**src/rtl/seq_alu.sv**
```systemverilog
// seq_alu: handshaked ALU with registered result, remainder and status flags.
// Define ALU_MULDIV_EN to build the iterative shift-add multiplier and restoring divider.
module seq_alu #(
    parameter  int WIDTH = 16,
    localparam int CNT_W = $clog2(WIDTH + 1)
) (
    input  logic             clk,
    input  logic             reset,
    input  logic             in_valid,
    output logic             in_ready,
    input  logic [3:0]       opcode,
    input  logic [WIDTH-1:0] operand1,
    input  logic [WIDTH-1:0] operand2,
    output logic             out_valid,
    input  logic             out_ready,
    output logic [WIDTH-1:0] result,
    output logic [WIDTH-1:0] remainder,
    output logic             flag_zero,
    output logic             flag_neg,
    output logic             flag_carry,
    output logic             flag_ovf,
    output logic             flag_dz,
    output logic             flag_illegal
);
    typedef enum logic [1:0] {IDLE, BUSY, DONE} state_t;

    localparam logic [3:0] OP_ADD = 4'b0000, OP_SUB = 4'b0001, OP_MUL = 4'b0010,
                           OP_DIV = 4'b0011, OP_SHL = 4'b0100, OP_SHR = 4'b0101,
                           OP_ROL = 4'b0110, OP_ROR = 4'b0111, OP_AND = 4'b1000,
                           OP_OR  = 4'b1001, OP_XOR = 4'b1010, OP_NOR = 4'b1011,
                           OP_NAND = 4'b1100, OP_XNOR = 4'b1101, OP_GT = 4'b1110,
                           OP_EQ  = 4'b1111;

    state_t           state, state_next;
    logic             accept, iter_req, launch, load_out;
    logic [3:0]       op_q;
    logic [WIDTH-1:0] a_q, b_q;
    logic [WIDTH-1:0] sc_result, sc_rem, fin_result, fin_rem;
    logic             sc_carry, sc_dz, sc_illegal;
    logic             fin_carry, fin_ovf, fin_dz, fin_illegal;

    // launch marks a latched single-cycle op waiting one cycle to be evaluated
    assign in_ready  = (state == IDLE) && !launch && !reset;
    assign accept    = in_valid && in_ready;
    assign out_valid = (state == DONE);

`ifdef ALU_MULDIV_EN
    // work_hi/work_lo hold the product accumulator (MUL) or remainder/quotient (DIV)
    logic [WIDTH:0]   work_hi, mul_sum, div_shift;
    logic [WIDTH+1:0] div_trial;
    logic [WIDTH-1:0] work_lo, work_b;
    logic [CNT_W-1:0] cnt;
    logic             is_mul;

    assign iter_req  = (opcode == OP_MUL) || ((opcode == OP_DIV) && (operand2 != '0));
    assign mul_sum   = work_hi + {1'b0, (work_lo[0] ? work_b : '0)};
    assign div_shift = {work_hi[WIDTH-1:0], work_lo[WIDTH-1]};
    assign div_trial = {1'b0, div_shift} - {2'b00, work_b};

    always_ff @(posedge clk or posedge reset) begin
        if (reset) begin
            work_hi <= '0;
            work_lo <= '0;
            work_b  <= '0;
            cnt     <= '0;
            is_mul  <= 1'b0;
        end else if (accept && iter_req) begin
            work_hi <= '0;
            work_lo <= (opcode == OP_MUL) ? operand2 : operand1;
            work_b  <= (opcode == OP_MUL) ? operand1 : operand2;
            cnt     <= CNT_W'(WIDTH);
            is_mul  <= (opcode == OP_MUL);
        end else if ((state == BUSY) && (cnt != '0)) begin
            cnt <= cnt - 1'b1;
            if (is_mul) begin
                work_hi <= {1'b0, mul_sum[WIDTH:1]};
                work_lo <= {mul_sum[0], work_lo[WIDTH-1:1]};
            end else if (!div_trial[WIDTH+1]) begin
                work_hi <= div_trial[WIDTH:0];
                work_lo <= {work_lo[WIDTH-2:0], 1'b1};
            end else begin
                work_hi <= div_shift;
                work_lo <= {work_lo[WIDTH-2:0], 1'b0};
            end
        end
    end
`else
    assign iter_req = 1'b0;
`endif

    always_ff @(posedge clk or posedge reset) begin
        if (reset) begin
            op_q   <= '0;
            a_q    <= '0;
            b_q    <= '0;
            launch <= 1'b0;
        end else if (accept && !iter_req) begin
            op_q   <= opcode;
            a_q    <= operand1;
            b_q    <= operand2;
            launch <= 1'b1;
        end else begin
            launch <= 1'b0;
        end
    end

    always_comb begin
        sc_result  = '0;
        sc_rem     = '0;
        sc_carry   = 1'b0;
        sc_dz      = 1'b0;
        sc_illegal = 1'b0;
        case (op_q)
            OP_ADD:  {sc_carry, sc_result} = {1'b0, a_q} + {1'b0, b_q};
            OP_SUB:  {sc_carry, sc_result} = {1'b0, a_q} - {1'b0, b_q};
`ifdef ALU_MULDIV_EN
            OP_MUL:  sc_result = '0;
            OP_DIV: begin
                if (b_q == '0) begin
                    sc_result = '1;
                    sc_rem    = a_q;
                    sc_dz     = 1'b1;
                end
            end
`else
            OP_MUL:  sc_illegal = 1'b1;
            OP_DIV:  sc_illegal = 1'b1;
`endif
            OP_SHL:  sc_result = {a_q[WIDTH-2:0], 1'b0};
            OP_SHR:  sc_result = {1'b0, a_q[WIDTH-1:1]};
            OP_ROL:  sc_result = {a_q[WIDTH-2:0], a_q[WIDTH-1]};
            OP_ROR:  sc_result = {a_q[0], a_q[WIDTH-1:1]};
            OP_AND:  sc_result = a_q & b_q;
            OP_OR:   sc_result = a_q | b_q;
            OP_XOR:  sc_result = a_q ^ b_q;
            OP_NOR:  sc_result = ~(a_q | b_q);
            OP_NAND: sc_result = ~(a_q & b_q);
            OP_XNOR: sc_result = ~(a_q ^ b_q);
            OP_GT:   sc_result = {{(WIDTH-1){1'b0}}, (a_q > b_q)};
            OP_EQ:   sc_result = {{(WIDTH-1){1'b0}}, (a_q == b_q)};
            default: sc_result = '0;
        endcase
    end

    // select which result gets committed to the output registers this cycle
    always_comb begin
        load_out    = (state == IDLE) && launch;
        fin_result  = sc_result;
        fin_rem     = sc_rem;
        fin_carry   = sc_carry;
        fin_ovf     = 1'b0;
        fin_dz      = sc_dz;
        fin_illegal = sc_illegal;
`ifdef ALU_MULDIV_EN
        if ((state == BUSY) && (cnt == '0)) begin
            load_out    = 1'b1;
            fin_result  = work_lo;
            fin_rem     = is_mul ? '0 : work_hi[WIDTH-1:0];
            fin_carry   = 1'b0;
            fin_ovf     = is_mul && (work_hi[WIDTH-1:0] != '0);
            fin_dz      = 1'b0;
            fin_illegal = 1'b0;
        end
`endif
    end

    always_comb begin
        state_next = state;
        case (state)
            IDLE: begin
                if (launch)
                    state_next = DONE;
                else if (accept && iter_req)
                    state_next = BUSY;
            end
`ifdef ALU_MULDIV_EN
            BUSY:    if (cnt == '0) state_next = DONE;
`else
            BUSY:    state_next = IDLE;
`endif
            DONE:    if (out_ready) state_next = IDLE;
            default: state_next = IDLE;
        endcase
    end

    always_ff @(posedge clk or posedge reset) begin
        if (reset) state <= IDLE;
        else       state <= state_next;
    end

    always_ff @(posedge clk or posedge reset) begin
        if (reset) begin
            result       <= '0;
            remainder    <= '0;
            flag_zero    <= 1'b0;
            flag_neg     <= 1'b0;
            flag_carry   <= 1'b0;
            flag_ovf     <= 1'b0;
            flag_dz      <= 1'b0;
            flag_illegal <= 1'b0;
        end else if (load_out) begin
            result       <= fin_result;
            remainder    <= fin_rem;
            flag_zero    <= (fin_result == '0);
            flag_neg     <= fin_result[WIDTH-1];
            flag_carry   <= fin_carry;
            flag_ovf     <= fin_ovf;
            flag_dz      <= fin_dz;
            flag_illegal <= fin_illegal;
        end
    end
endmodule

```
**config.mk**
```make
export PLATFORM = sky130hd
export DESIGN_NAME = seq_alu
export DESIGN_NICKNAME = d
export VERILOG_FILES = /design/src/rtl/seq_alu.sv
export SDC_FILE = /design/constraint.sdc
export NUM_CORES = 1
export LEC_CHECK = 0
export CORE_AREA = 2 2 116 118
export CTS_CLUSTER_SIZE = 25
export DETAILED_ROUTE_END_ITERATION = 8
export DIE_AREA = 0 0 118 120
export DONT_BUFFER_PORTS = 1
export GPL_TIMING_DRIVEN = 0
export HOLD_SLACK_MARGIN = 0.15
export SKIP_CTS_REPAIR_TIMING = 1
export SLEW_MARGIN = 20
export SYNTH_ARGS = -nofsm -noshare
export SYNTH_HDL_FRONTEND = slang
export SYNTH_SLANG_ARGS = --single-unit
```
**constraint.sdc**
```tcl
create_clock -name clk -period 2.8 [get_ports clk]
set_input_delay 0.56 -clock clk [delete_from_list [all_inputs] [get_ports clk]]
set_output_delay 0.56 -clock clk [all_outputs]
set_load 0.01 [all_outputs]
```
==> results of run 1 <==
metrics by stage:
step | area [um2] | std cells | setup TNS [ns] | setup WS [ns] | utilization [%]
6_report | 6789 | 958 | -0.2734 | -0.2250 | 52.30
5_1_grt | 6789 | 958 | -0.7023 | -0.3680 | 52.30
4_1_cts | 6251 | 930 | -1.881 | -0.6652 | 48.16
3_5_place_dp | 5988 | 915 | -1.735 | -0.6489 | 46.13
3_3_place_gp | 5986 | 915 | -1.592 | -0.6567 | 46.12
2_1_floorplan | 5766 | 739 | 0 | 0.02288 | -
per-layer routing:
layer | global-route usage [%] | share of wire, % | wire length, um
met5 | 0 | 0 | 0
met4 | 9.940 | 2.9 | 622
met3 | 6.797 | 8.6 | 1869
met2 | 44.91 | 43 | 9298
met1 | 43.15 | 46 | 9929
kinds of logic after synthesis:
family                   after synthesis
AO/OA/AOI/OAI                        230
XOR/XNOR                              22
flip-flops                            57
multiplexers                          22
other                                  1
adder cells (fa/ha/maj)               50
AND/OR/NAND/NOR                      219
buffers and inverters                121
flip-flops by register name (all words and copies together) (netlist names):
signal	count
flag_carry	1
op_q	4
a_q	16
b_q	16
result	16
state	1
launch	1
flag_illegal	1
flag_zero	1
layout make-up:
| cell class | instances | area (um2) |
|---|---|---|
| inverters | 50 | 192.7 |
| repair buffers | 30 | 225.2 |
| plain buffers | 69 | 426.7 |
| well taps | 176 | 220.2 |
| clock buffers | 11 | 242.7 |
| fillers | 1317 | 6191 |
| clock inverters | 4 | 20.02 |
| flip-flops and latches | 57 | 1436 |
| multi-input cells | 561 | 4025 |
cell usage after synthesis, types with 14 or more instances:
master / count
nand2_1: 78
o21ai_0: 64
dfrtp_1: 57
nor2_1: 52
inv_1: 50
ha_1: 48
a21oi_1: 41
buf_4: 26
buf_2: 22
clkbuf_1: 21
nor3_1: 17
mux2i_1: 15
nand3_1: 14
o22ai_1: 14
xnor2_1: 14
worst max-delay path: cells and delay by family (launching register included):
kind | cells | cell delay [ns]
and+or+nand+nor | 1 | 0.31
DFF | 1 | 0.46
AOI/OAI and AO/OA | 8 | 1.85
buffers and inverters | 1 | 0.09
adders and majority gates | 1 | 0.23
final timing paths:
path,to,depth (start not counted)
hold reg to reg,result[8],2
hold / removal,launch,1
setup reg to reg,flag_zero,11
setup / recovery,flag_zero,11
min in group clk,state[1],1
max in group asynchronous,b_q[0],1
==> results.md, run 1 <==
- Status: complete, but fails checks
- Failing checks: setup timing
- I/O pins: 80
- Post-synthesis compound-gate area fraction: 27.50%
- Final period util: 108.0%
- XOR/XNOR Fraction of Synth Area: 3.388%
- Number of global-route vias before repair: 5,310
- # setup viols final: 2
- Port bufs: 0
- Mean Syn Cell Area: 7.876 um2
- Ant diodes: 0
- Wire length per cell: 22.67 um
- WP data required: 3.08 ns
- Final worst slack: -0.2250 ns
- Clk_lat worst skew: 0.35 ns
- EDFF count, synth: 0
- Main synth FF type: dfrtp_1
- R2r setup slk: -0.22 ns
- Max cap viols: 0
- Yosys warnings: 0
- Drt pass-1 iters: 6
- Worst setup startpoint: a_q[1]
- Cell area after synthesis: 5687 um2
- Via count: 5,832
- Die footprint: 14,160 um2
- CTS Root Cell: clkbuf_16
- Gpl congestion: 0.9888
- Grt total ovfl: 0
- Top area cells in the synthesized netlist: dfrtp_1 (25%), ha_1 (11%), o21ai_0 (5.6%)
- Worst setup SP type: flop
- Hold Path Class: in -> async
- First-pass GRT wire length: 32,100 um
- Die width: 118 um
- Clk slew on worst S/H paths: 0.06 ns
- FF-to-FF Start: a_q[1]
- Clock buffer count from CTS: 9
- FP Rows: 42
- Ys async rst share: 100.0%
- Core area: 12,980 um2
- Leading area contributor after synthesis: dfrtp_1
- CP Class: reg -> reg
- Setup skew after layout: 0.01314 ns
- Initial DRC count: 597
- Commonest non-fill, non-tap cell in the layout: nand2_1
- Slew Viols, Final: 0
- Critical path peak fanout: 6
- Post-Synth Adder-Cell Area: 11.27%
- CTS tree: built
- Actual slew at the worst max-slew pin: 0.7426 ns
- Share of the synthesized area in the top cell type: 25.08%
- Slew HR: 50.36%
- Crit-path max cell delay: 0.46 ns
- Main combinational cell family by area after synthesis: compound AO/OA/AOI/OAI gates
- Vias/cell: 6.088
- Initial antenna violation count: 0
- Synthesized flop and latch total: 57
- Count of different cell masters after synthesis: 81
- Fmax: 0.3306 GHz
- RSZ-0062 raised after global routing: yes
- CP arrival: 3.30 ns
- Maximum clock path buffer count: 2
- Largest net degree at the start of global routing: 58
- Final min period: 3.025 ns
- GR Util All Layers: 30.18%
- Hpwl dp: 16,740 um
- DRC viols: 0
- Final nets: 868
- Layout cells sized above 1: 22.89%
- Final Hold Viols: 0
- Mapped Cells: 722
- Drt total wl: 21,720 um
- Commonest cells after routing, fill and taps aside: nand2_1 (75), o21ai_0 (60), buf_4 (57), nor2_1 (49), dfrtp_1 (49)
- H-tree levels: 3
- Syn-to-layout area delta: 19.38%
- CP max stage cell: dfrtp_2
- Mux contribution to synthesized area: 4.026%
- Seq/Total Area, Yosys: 25.08%
- Antenna Nets Post-Route: 0
- Die height: 120 um
- Critical path endpoint category: flop
- Clock sinks: 57
- Hold Slack: 0.2122 ns
- Initial Util: 43.81%
- Simple-gate share of the synthesized area: 18.35%
- Worst-path cell chain: inv_4 -> ha_4 -> a21oi_4 -> o2111ai_4 -> a2111o_1 -> a311oi_2 -> a2111oi_1 -> a31oi_1 -> o2111ai_2 -> nor4_2 -> a32o_2
Power of run 1 is left out: the tool's default activity adds up to more than one toggle a clock period on the data nets, which glitch-free logic cannot reach.
==> inputs of run 2 (changes only) <==
Settings changed: ABC_AREA from default to 1, CORE_AREA 2 2 116 118 to 2 2 117 119, DIE_AREA 0 0 118 120 to 0 0 119 121.
==> run 2 against run 1 <==
Effect of this change:
- the flow now finishes without violations
- critical path depth rose by 3
- register-to-register slack improved by 0.50 ns
- cell area fell by 6.1%
- routed wire length fell by 13%
- highest routed layer unchanged
==> results.md, run 2 <==
- Status: completed
- EDFF count, synth: 0 (unchanged)
- Leakage: 3.421 nW
- Sw Ratio: 51.73%
- XOR/XNOR Fraction of Synth Area: 0% (-3.4 points)
- Clk slew on worst S/H paths: 0.05 ns (about the same)
- Post-DP Area: 6045 um2 (+0.94%)
- Vias/cell: 5.130 (-16%)
- Hpwl dp: 15,380 um (-8.1%)
- Wire length per cell: 16.12 um (-29%)
- Die height: 121 um (+0.83%)
- Syn-to-layout area delta: 10.76%
- Actual slew at the worst max-slew pin: 0.8099 ns (+0.06721 ns)
- Clk_lat worst skew: 0.35 ns (about the same)
- Clock power share: 18.5%
- Leading area contributor after synthesis: dfrtp_1
- # setup viols final: 0 (-2)
- Cell area after synthesis: 5758 um2 (+1.3%)
- Fmax: 0.3968 GHz (+20%)
- Final min period: 2.520 ns (-0.5050 ns)
- DRC viols: 0 (unchanged)
- Final nets: 1,084 (+25%)
- Clock buffer count from CTS: 9 (unchanged)
- WP data required: 3.08 ns (about the same)
- CP Class: reg -> reg
- Post-Synth Adder-Cell Area: 11.13% (-0.14 points)
- Via count: 6,028 (+3.4%)
- Yosys warnings: 0 (unchanged)
- Sum of negative setup slack: 0 ns (+0.2734 ns)
- Gpl congestion: 0.9484 (-4.1%)
- Logic gate share of total power: 58.4%
- Layout cells sized above 1: 7.508% (-15 points)
- Die footprint: 14,400 um2 (+1.7%)
- Port bufs: 0 (unchanged)
- I/O pins: 80 (unchanged)
- Int Pwr: 0.002830 W
- CTS tree: built
- Main combinational cell family by area after synthesis: simple AND/OR/NAND/NOR gates
- Drt total wl: 18,940 um (-13%)
- Grt total ovfl: 0 (unchanged)
- Slew HR: 45.81% (-4.6 points)
- Commonest cells after routing, fill and taps aside: nand2_1 (357), inv_1 (134), nor2_1 (86), nand3_1 (64), o21ai_0 (62)
- Setup skew after layout: 0.008512 ns (-0.004630 ns)
- Worst-path cell chain: inv_1 -> ha_1 -> fa_1 -> inv_1 -> nand3_1 -> nand3_1 -> nand3_1 -> a21oi_1 -> nor2_1 -> nor2_1 -> nand2_1 -> nor2_1 -> nand4_1 -> nand2_1
- FP Rows: 42 (unchanged)
- Die width: 119 um (+0.85%)
- CP max stage cell: dfrtp_1
- Worst setup SP type: flop
- Core area: 13,090 um2 (+0.81%)
- H-tree levels: 3 (unchanged)
- Share of the synthesized area in the top cell type: 24.77% (-0.31 points)
- Mean Syn Cell Area: 5.967 um2 (-24%)
- P per Cell Area: 919.3 nW/um2
- Mapped Cells: 965 (+34%)
- Maximum clock path buffer count: 2 (unchanged)
- Initial antenna violation count: 0 (unchanged)
- Hold Path Class: in -> async
- Mux contribution to synthesized area: 0% (-4.0 points)
- Pre-CTS setup slack: 0.1859 ns (+0.8347 ns)
- Worst setup startpoint: a_q[0]
- Antenna Nets Post-Route: 0 (unchanged)
- RSZ-0062 raised after global routing: no
- Clock sinks: 57 (unchanged)
- Count of different cell masters after synthesis: 31 (-62%)
- Ant diodes: 0 (unchanged)
- Cell area after layout: 6377 um2 (-6.1%)
- Cells on worst reg2reg path: 14 (+3)
- Sequential group share of total power: 23.0%
- Synth cell count leaders: nand2_1 (357), inv_1 (136), nor2_1 (91)
- Critical path endpoint category: flop
- First-pass GRT wire length: 29,980 um (-6.6%)
- Final Hold Viols: 0 (unchanged)
- Hold Slack: 0.1974 ns (-0.01486 ns)
- Synthesized flop and latch total: 57 (unchanged)
- Regs by FF count: a_q x16, b_q x16, result x16
- Seq/Total Area, Yosys: 24.77% (-0.31 points)
- Final worst slack: 0.2800 ns (+0.5050 ns)
- Critical path peak fanout: 4 (-2)
- VDD IR max: 461.3 uV
- Switch Pwr: 0.003033 W
- GR Util All Layers: 27.15% (-3.0 points)
- Largest net degree at the start of global routing: 58 (unchanged)
- Crit-path max cell delay: 0.43 ns (-0.03 ns)
- FILL cells: 1,448 (+9.9%)
- CP arrival: 2.80 ns (-0.50 ns)
- Slew Viols, Final: 0 (unchanged)
- FF-to-FF Start: a_q[0]
- Ys async rst share: 100.0% (unchanged)
- Final period util: 90.00% (-18 points)
- Number of global-route vias before repair: 5,625 (+5.9%)
- Max cap viols: 0 (unchanged)
- CTS Root Cell: clkbuf_16
- Simple-gate share of the synthesized area: 40.35% (+22 points)
- Post-synthesis compound-gate area fraction: 9.626% (-18 points)
- Main synth FF type: dfrtp_1
- Final core utilization: 48.74% (-3.6 points)
- Commonest non-fill, non-tap cell in the layout: nand2_1
- Initial DRC count: 516 (-14%)
- Initial Util: 44.00% (+0.19 points)
- Most common cell in the netlist: nand2_1
- Drt pass-1 iters: 5 (-1)
- Top area cells in the synthesized netlist: dfrtp_1 (25%), nand2_1 (23%), ha_1 (10%)
run 2: critical path: cells and delay by family, from the launching register on:
family | cells | cell delay [ns]
compound gates | 1 | 0.17
fa+ha+maj | 2 | 0.65
buf+inv | 2 | 0.23
flops | 1 | 0.43
simple gates | 9 | 0.98
run 2: layout make-up:
class | instances | area [um2] | area share (%)
plain buffers | 48 | 289.0 | 4.532
flip-flops and latches | 57 | 1428 | 22.39
repair buffers | 1 | 7.507 | 0.1177
clock buffers | 14 | 284.0 | 4.454
clock inverters | 2 | 10.01 | 0.1570
multi-input cells | 737 | 3607 | 56.56
inverters | 140 | 531.8 | 8.338
well taps | 176 | 220.2 | 3.453
run 2: routing by layer:
layer	vias to the layer above	part of all wire, %	track usage [%]
met5	-	0	0
met4	0	2.7	10.71
met3	30	7.3	4.934
met2	226	42	40.45
met1	2722	48	38.78
li1	3050	-	-
run 2: kinds of logic after synthesis:
| logic type | Yosys count |
|---|---|
| and+or+nand+nor | 565 |
| buffers and inverters | 188 |
| AOI/OAI and AO/OA | 104 |
| DFF | 57 |
| adders and majority gates | 50 |
| other | 1 |
run 2: power by group through the flow:
stage	Sequential (W)	Clock (W)	Combinational [W]
final	0.00135	0.00109	0.00343
after global routing	0.00140	0.00113	0.00389
after CTS	0.00135	0.00110	0.00331
after detailed placement	0.00137	0	0.00329
after global placement	0.00136	0	0.00329
after floorplan	0.00131	0	0.00242
run 2: stage by stage:
stage	power, W	std cells
2_1_floorplan	0.003726	982
3_3_place_gp	0.004644	1158
3_5_place_dp	0.004653	1158
4_1_cts	0.005757	1174
5_1_grt	0.006422	1175
6_report	0.005863	1175
run 2: final timing paths:
kind,to,slack (ns)
worst min register to register,result[4],0.54
min in group clk,state[1],0.32
worst max-delay path,flag_zero,0.28
worst max register to register,flag_zero,0.28
worst min-delay path,state[1],0.20
max in group asynchronous,a_q[2],2.10
(Power assumes the default switching activity.)
